`src/rtl/pll_ctrl_pkg.sv`:
```
// rtl/pll_ctrl_pkg.sv - shared types for the PLL reconfiguration control path
package pll_ctrl_pkg;

   localparam int PLL_ADDR_W = 8;

   typedef enum logic [2:0] {
      S_IDLE,
      S_ISSUE,
      S_WAIT_RDY,
      S_WAIT_LOCK,
      S_SETTLE,
      S_DONE
   } state_e;

endpackage

```
`src/rtl/rr_pick.sv`:
```
// rtl/rr_pick.sv - round-robin winner: first set request bit at or after ptr, wrapping
module rr_pick #(
   parameter int NREQ = 2,
   parameter int IW   = (NREQ > 1) ? $clog2(NREQ) : 1
) (
   input  logic [NREQ-1:0] req,
   input  logic [IW-1:0]   ptr,
   output logic [IW-1:0]   win,
   output logic            any
);

   // Scan offsets from farthest to nearest so the nearest set bit is written last.
   always_comb begin
      win = '0;
      any = |req;
      for (int o = NREQ - 1; o >= 0; o--) begin
         int idx;
         idx = int'(ptr) + o;
         if (idx >= NREQ) idx = idx - NREQ;
         if (req[idx]) win = IW'(idx);
      end
   end

endmodule

```
`src/rtl/pll_cfg_arb.sv`:
```
// rtl/pll_cfg_arb.sv - arbitrating sequencer driving pll_drp change requests and
// waiting for the PLL to return to a stable lock
module pll_cfg_arb
   import pll_ctrl_pkg::*;
#(
   parameter int             NREQ    = 2,
   parameter int             TOW     = 16,
   parameter logic [TOW-1:0] TIMEOUT = 16'hFFFF,
   parameter logic [7:0]     SETTLE  = 8'd15
) (
   input  logic                         CLK,
   input  logic                         RST,
   input  logic [NREQ-1:0]              REQ,
   input  logic [NREQ*PLL_ADDR_W-1:0]   ADDR,
   output logic [NREQ-1:0]              GNT,
   output logic                         DONE,
   output logic                         ERR,
   output logic                         BUSY,
   output logic [PLL_ADDR_W-1:0]        PLL_ADDR,
   output logic                         PLL_CHG,
   input  logic                         PLL_SRDY,
   input  logic                         PLL_LOCK
);

   localparam int IW = (NREQ > 1) ? $clog2(NREQ) : 1;

   state_e                state_q, state_d;
   logic [IW-1:0]         win_q, win_d, ptr_q, ptr_d, pick;
   logic                  any;
   logic [PLL_ADDR_W-1:0] addr_q, addr_d;
   logic [TOW-1:0]        tmr_q, tmr_d, tmr_sat;
   logic [7:0]            cnt_q, cnt_d, cnt_inc;
   logic                  to_q, to_d;
   logic                  lock_m_q, lock_m_d, lock_s_q, lock_s_d;

   logic [NREQ-1:0]       gnt_q, gnt_d;
   logic                  done_q, done_d, err_q, err_d, busy_q, busy_d, chg_q, chg_d;
   logic [PLL_ADDR_W-1:0] pll_addr_q, pll_addr_d;

   rr_pick #(.NREQ(NREQ), .IW(IW)) u_rr_pick (
      .req (REQ),
      .ptr (ptr_q),
      .win (pick),
      .any (any)
   );

   always_ff @(posedge CLK or posedge RST) begin
      if (RST) begin
         state_q    <= S_IDLE;
         win_q      <= '0;
         ptr_q      <= '0;
         addr_q     <= '0;
         tmr_q      <= '0;
         cnt_q      <= '0;
         to_q       <= 1'b0;
         lock_m_q   <= 1'b0;
         lock_s_q   <= 1'b0;
         gnt_q      <= '0;
         done_q     <= 1'b0;
         err_q      <= 1'b0;
         busy_q     <= 1'b0;
         chg_q      <= 1'b0;
         pll_addr_q <= '0;
      end else begin
         state_q    <= state_d;
         win_q      <= win_d;
         ptr_q      <= ptr_d;
         addr_q     <= addr_d;
         tmr_q      <= tmr_d;
         cnt_q      <= cnt_d;
         to_q       <= to_d;
         lock_m_q   <= lock_m_d;
         lock_s_q   <= lock_s_d;
         gnt_q      <= gnt_d;
         done_q     <= done_d;
         err_q      <= err_d;
         busy_q     <= busy_d;
         chg_q      <= chg_d;
         pll_addr_q <= pll_addr_d;
      end
   end

   always_comb begin
      state_d  = state_q;
      win_d    = win_q;
      ptr_d    = ptr_q;
      addr_d   = addr_q;
      tmr_d    = tmr_q;
      cnt_d    = cnt_q;
      to_d     = to_q;
      lock_m_d = PLL_LOCK;
      lock_s_d = lock_m_q;
      tmr_sat  = (tmr_q == '1) ? tmr_q : tmr_q + 1'b1;
      cnt_inc  = cnt_q + 8'd1;

      case (state_q)
         S_IDLE: begin
            if (any) begin
               state_d = S_ISSUE;
               win_d   = pick;
               addr_d  = ADDR[int'(pick)*PLL_ADDR_W +: PLL_ADDR_W];
            end
         end
         S_ISSUE: begin
            tmr_d   = '0;
            cnt_d   = '0;
            to_d    = 1'b0;
            state_d = S_WAIT_RDY;
         end
         S_WAIT_RDY: begin
            if (PLL_SRDY) state_d = S_WAIT_LOCK;
         end
         S_WAIT_LOCK: begin
            if (lock_s_q) begin
               state_d = S_SETTLE;
               cnt_d   = 8'd1;
            end
         end
         S_SETTLE: begin
            if (!lock_s_q) begin
               state_d = S_WAIT_LOCK;
               cnt_d   = '0;
            end else begin
               cnt_d = cnt_inc;
               if (cnt_inc >= SETTLE) state_d = S_DONE;
            end
         end
         S_DONE: begin
            ptr_d   = (int'(win_q) == NREQ - 1) ? '0 : win_q + 1'b1;
            state_d = S_IDLE;
         end
         default: state_d = S_IDLE;
      endcase

      // Timeout takes priority over whatever the state decode chose this cycle.
      if (state_q inside {S_WAIT_RDY, S_WAIT_LOCK, S_SETTLE}) begin
         tmr_d = tmr_sat;
         if (tmr_sat == TIMEOUT) begin
            state_d = S_DONE;
            to_d    = 1'b1;
         end
      end
   end

   always_comb begin
      gnt_d = '0;
      if (state_q != S_IDLE) gnt_d[win_q] = 1'b1;
      done_d     = (state_q == S_DONE);
      err_d      = (state_q == S_DONE) && to_q;
      chg_d      = (state_q == S_ISSUE);
      busy_d     = (state_d != S_IDLE);
      pll_addr_d = (state_q == S_ISSUE) ? addr_q : pll_addr_q;
   end

   assign GNT      = gnt_q;
   assign DONE     = done_q;
   assign ERR      = err_q;
   assign BUSY     = busy_q;
   assign PLL_ADDR = pll_addr_q;
   assign PLL_CHG  = chg_q;

endmodule

```
`config.mk`:
```
export PLATFORM = sky130hd
export DESIGN_NAME = pll_cfg_arb
export DESIGN_NICKNAME = d
export VERILOG_FILES = /design/src/rtl/pll_ctrl_pkg.sv /design/src/rtl/rr_pick.sv /design/src/rtl/pll_cfg_arb.sv
export SDC_FILE = /design/constraint.sdc
export NUM_CORES = 1
export LEC_CHECK = 0
export CORE_MARGIN = 2
export CORE_UTILIZATION = 35
export DETAILED_ROUTE_END_ITERATION = 8
export PLACE_DENSITY_LB_ADDON = 0.3
export SYNTH_ARGS = -nofsm -noshare
export SYNTH_HDL_FRONTEND = slang
export SYNTH_SLANG_ARGS = --single-unit
export TNS_END_PERCENT = 5
```
`constraint.sdc`:
```
create_clock -name CLK -period 2.9 [get_ports CLK]
set_input_delay 0.58 -clock CLK [delete_from_list [all_inputs] [get_ports CLK]]
set_output_delay 0.58 -clock CLK [all_outputs]
set_load 0.01 [all_outputs]
```
# Word level (Yosys, flattened, before mapping)

Index checks and enable logic that the tools add are counted.

Register bits: 54
Latch bits: 0
Bits in writable memories: 0
ROM bits: 0
Output and inout bits: 14
Logic and storage cells: 79
Memories kept: 0

$add $sub $neg: 6
Multiply operators: 0
Div/mod/pow operators: 0
$lt $le $gt $ge: 7
Equal/unequal tests: 8
Shift operators: 1
Mux-type cells: 31
Bitwise gates (word level): 0
Reduce and logical (&&, ||, !) cells: 11

Operators by type and width:

| cell                    | number |
|---|---|
| $lt A32 B3 Y1 const B   | 2 |
| $mux W32                | 2 |
| $mux W16                | 3 |
| $eq A16 B16 Y1 const B  | 2 |
| $ge A32 B3 Y1 const B   | 1 |
| $sub A32 B3 Y32 const B | 1 |
| $pmux W8 S3             | 1 |
| $mux W3                 | 7 |
| $add A16 B1 Y16 const B | 1 |
| $mux W8                 | 2 |
| $shiftx A16 B5 Y8       | 1 |
| $pmux W3 S5             | 1 |
| $mux W1                 | 13 |
| $reduce_bool A3 Y1      | 4 |
| $add A8 B1 Y8 const B   | 1 |
| $ge A8 B4 Y1 const B    | 1 |
| $eq A3 B2 Y1 const B    | 2 |
| $eq A3 B3 Y1 const B    | 2 |
| $reduce_and A2 Y1       | 2 |
| $eq A3 B1 Y1 const B    | 1 |
| $logic_not A3 Y1        | 1 |
| $sub A1 B2 Y3 const B   | 1 |
| $add A1 B1 Y2 const B   | 1 |
| $ge A1 B2 Y1 const B    | 1 |
| 9 further kinds         | 10 |

# Depth between registers and ports, before layout

Depth in word-level cells: 9
Depth in mapped cells: 8
Depth with buffers taken out: 7

# Modules after synthesis

A second synthesis with hierarchy kept.

Cell total of the unflattened synthesis: 323
Area, all modules: 3030.4 um^2

Modules (own cells, without submodules):

| module      | instances | cells an instance | area each (um^2) |
|---|---|---|---|
| pll_cfg_arb | 1         | 320               | 3012.9 |
| rr_pick     | 1         | 3                 | 17.5 |

# Worst setup path after synthesis

OpenSTA, ideal clock, no wires.

Path type: register to register
Start point: register tmr_q[0]
End point: register state_q[1]
Library setup time: 0.119 ns
Arrival time: 2.141 ns
Required time: 2.781 ns
Path slack: 0.640 ns
Stages on the path, launching flop included: 9
Buffers on the path: 1
Clock period less this slack: 2.260 ns
Cell sequence: dfrtp_1 -> ha_1 -> nand4_1 -> or4_1 -> buf_2 -> a211o_1 -> a211oi_2 -> o2111ai_1 -> and2_1

Cells in the longest elaborated chain, start to end: 5
Elaborated cells between the ends (all ways): 6

RTL lines:

| element                                           | line               | RTL |
|---|---|---|
| start, declared                                   | pll_cfg_arb.sv:31  | `logic [TOW-1:0] tmr_q, tmr_d, tmr_sat;` |
| start signal, assigned                            | pll_cfg_arb.sv:69  | `tmr_q <= tmr_d;` |
| $add A16 B1 Y16 or $eq A16 B16 Y1 (tied branches) | pll_cfg_arb.sv:93  | `tmr_sat = (tmr_q == '1) ? tmr_q : tmr_q + 1'b1;` |
| $mux W16 *                                        | pll_cfg_arb.sv:93  |  |
| $eq A16 B16 Y1 *                                  | pll_cfg_arb.sv:138 | `if (tmr_sat == TIMEOUT) begin` |
| $mux W3 *                                         | pll_cfg_arb.sv:138 |  |
| $mux W3 *                                         | pll_cfg_arb.sv:136 | `if (state_q inside {S_WAIT_RDY, S_WAIT_LOCK, S_SETTLE}) begin` |
| named net state_d[1]                              | pll_cfg_arb.sv:27  | `state_e state_q, state_d;` |
| end signal, assigned                              | pll_cfg_arb.sv:65  | `state_q <= state_d;` |
| end, declared                                     | pll_cfg_arb.sv:27  |  |

The timed path passes the listed nets; every way through them passes the cells marked *.
A chain may end at the register's enable or synchronous reset.

# Final worst setup path

Same ends and word-level chain as after synthesis.

==> flow_summary.json <==
{
  "root_buffer": "clkbuf_8",
  "synthTopCellsByCount": "65 x nand2_1, 54 x dfrtp_1, 36 x o21ai_0",
  "multiInputGateArea_um2": 1430,
  "synth_compound_area_frac": 0.191,
  "cts.path.max_buffers": 2,
  "grtUsageTotal": 0.157,
  "synthMuxAreaShare": 0.0384,
  "critPathRequiredTime_ns": 3.11,
  "power_frac_seq": 0.436,
  "coreArea_um2": 8130,
  "yosysWarnings": 0,
  "tightestPinTransition_ns": 0.789,
  "synth-simple-area-share": 0.228,
  "async_flop_share": 1.00,
  "start_kind": "flop",
  "nets": 392,
  "status": "completed",
  "ys_seq_elements": 54,
  "synth-xor-area-share": 0.0211,
  "cts_post_setup_buffers_inserted": 0,
  "min_period_ns": 2.58,
  "maxSlewViolCount": 0,
  "synth_area_leaders": "dfrtp_1 47%, nand2_1 8.4%, o21ai_0 6.2%",
  "wl_um": 6700,
  "crit_fanout": 8,
  "post_drt_wl_per_cell_um": 14.2,
  "synth_top_area_cell": "dfrtp_1",
  "power_leakage_nw": 1.51,
  "seq_area_frac_synth": 0.466,
  "syn_inst": 333,
  "cts_made_buffers": 5,
  "tns_ns": 0,
  "drc": 0,
  "gp_congestion": 0.879,
  "hold_path_class": "flop to flop",
  "netlist_area_um2": 2900,
  "worst_hold_slack_ns": 0.355,
  "ctsHoldBuffers": 0,
  "crit_arrival_ns": 2.79,
  "cts-resized-gates": 0,
  "grt_first_pass_wirelength_um": 11400,
  "synth_nets": 358,
  "clk_latency_ns": 0.31,
  "dpl.cell_count": 465,
  "period_share": 0.888,
  "vias": 2547,
  "dr.pass1.iters": 4,
  "synth.most_common_cell": "nand2_1",
  "relSlewSlack": 0.459,
  "fmaxAchievable_mhz": 388,
  "synth_edf_count": 0,
  "io_buffers": 35,
  "grt_max_degree": 35,
  "diodes": 0,
  "hold_viol_final": 0,
  "overflow": 0,
  "power.density_nw_per_um2": 742,
  "area_growth_syn_to_layout_pct": 20.8,
  "num_io_pins": 36,
  "rsz0062_at_grt": "false",
  "drive_gt1_frac": 0.0598,
  "seqCellArea_um2": 1350,
  "fin_cells": 473,
  "die_x_um": 95.0,
  "viasPerCell": 5.38,
  "cts_sinks": 54,
  "p_comb_frac": 0.371,
  "tritoncts": "built",
  "die_area_um2": 9030,
  "drtIter0Drc": 117,
  "p_int_w": 0.00163,
  "ir_drop_uv": 367,
  "clk_transition_reported_paths_ns": 0.10,
  "synthAdderAreaFrac": 0.0129,
  "fillers": 773,
  "grt_pass1_vias": 2449,
  "clockPowerShare": 0.193,
  "synth_top_area_share": 0.466,
  "postRouteAntennaNets": 0,
  "synth_top_family_by_area": "simple AND/OR/NAND/NOR gates",
  "path_class": "flop to flop",
  "crit_path_end_kind": "flop",
  "skew_ns": 0.0108,
  "synth.avg_cell_area_um2": 8.71,
  "rows": 33,
  "place.detailed.hpwl_um": 4840,
  "ys.flop_type": "dfrtp_1",
  "antenna_found_initial": 0,
  "power.switching_w": 0.000967,
  "start_util": 0.356,
  "cts_max_level": 2,
  "die_y_um": 95.0,
  "maxCapViolCount": 0,
  "synth.distinct_cells": 51,
  "switching_share": 0.372,
  "setup_viol": 0
}
worst paths after layout:
path,startpoint,endpoint,slack [ns],cells past startpoint
min in group asynchronous,RST,cnt_q[1],0.59,2
setup reg to reg,tmr_q[0],state_q[1],0.32,7
hold reg to reg,lock_m_q,lock_s_q,0.36,0
setup / recovery,tmr_q[0],state_q[1],0.32,7
hold / removal,lock_m_q,lock_s_q,0.36,0
max in group asynchronous,RST,PLL_CHG,1.77,3
metal layers:
| layer | share of wire | wire length (um) | GRT usage | up-vias |
|---|---|---|---|---|
| met5 | 0 | 0 | 0 | - |
| met4 | 0.016 | 109 | 0.0604 | 0 |
| met3 | 0.053 | 355 | 0.0245 | 11 |
| met2 | 0.46 | 3060 | 0.252 | 79 |
| met1 | 0.47 | 3170 | 0.216 | 1197 |
| li1 | - | - | - | 1260 |
per-stage QoR:
| step | power (W) | utilization | setup WS [ns] | area (um^2) |
|---|---|---|---|---|
| final | 0.00260 | 0.431 | 0.324 | 3500 |
| after floorplan | 0.00170 | - | 0.640 | 2900 |
| after CTS | 0.00262 | 0.431 | 0.369 | 3500 |
| after detailed placement | 0.00211 | 0.417 | 0.357 | 3390 |
| after global routing | 0.00280 | 0.431 | 0.165 | 3500 |
| after global placement | 0.00209 | 0.417 | 0.435 | 3390 |
critical path, stage by stage, from the launching register on:
cell	delay, ns
dfrtp_1	0.46
ha_1	0.31
nand4_1	0.11
or4_1	0.68
a211o_1	0.33
a211oi_2	0.15
o2111ai_1	0.22
and2_1	0.22
cell usage in the layout (no fill, tap or decap), types with 2 or more instances in the layout:
master / n
a21o_1: 2
clkbuf_8: 5
mux2i_1: 10
nand3_1: 15
nand2_1: 65
nor4_1: 3
o211ai_1: 2
clkdlybuf4s50_1: 35
o31ai_1: 2
nor3_1: 5
inv_1: 13
nand4_1: 11
and2_1: 3
and3_1: 6
a21oi_1: 11
o21ai_1: 3
nor2b_1: 2
or4_1: 2
a211o_1: 2
nor2_1: 18
o21a_1: 2
o22ai_1: 5
buf_4: 8
dfrtp_1: 54
and4_1: 2
a22o_1: 7
nor3b_1: 3
ha_1: 3
o2bb2ai_1: 2
xnor2_1: 4
o21ai_0: 36
xor2_1: 3
logic make-up after synthesis:
group                    after synthesis
AND/OR/NAND/NOR                      140
AO/OA/AOI/OAI                         87
flip-flops                            54
buffers and inverters                 31
multiplexers                          11
XOR/XNOR                               7
adder cells (fa/ha/maj)                3
area by class of cell:
type / count / area share
multi-input combinational: 248 / 0.407
timing repair buffer: 44 / 0.123
sequential: 54 / 0.386
clock inverter: 2 / 0.0107
clock buffer: 6 / 0.0207
tap: 105 / 0.0375
inverter: 14 / 0.0150
power groups by stage:
stage / clock (W) / sequential [W] / combinational (W)
3_3_place_gp: 0 / 0.00114 / 0.000953
3_5_place_dp: 0 / 0.00114 / 0.000964
2_1_floorplan: 0 / 0.00108 / 0.000615
5_1_grt: 0.000554 / 0.00116 / 0.00108
4_1_cts: 0.000527 / 0.00113 / 0.000969
6_report: 0.000503 / 0.00113 / 0.000963
registers in the layout (all words and copies together), names as in the netlist:
signal,flops
DONE,1
to_q,1
lock_s_q,1
addr_q,8
tmr_q,16
ERR,1
GNT,2
PLL_CHG,1
ptr_q,1
cnt_q,8
lock_m_q,1
state_q,3
PLL_ADDR,8
win_q,1
BUSY,1
No activity file was read; power rests on OpenSTA's default activity.
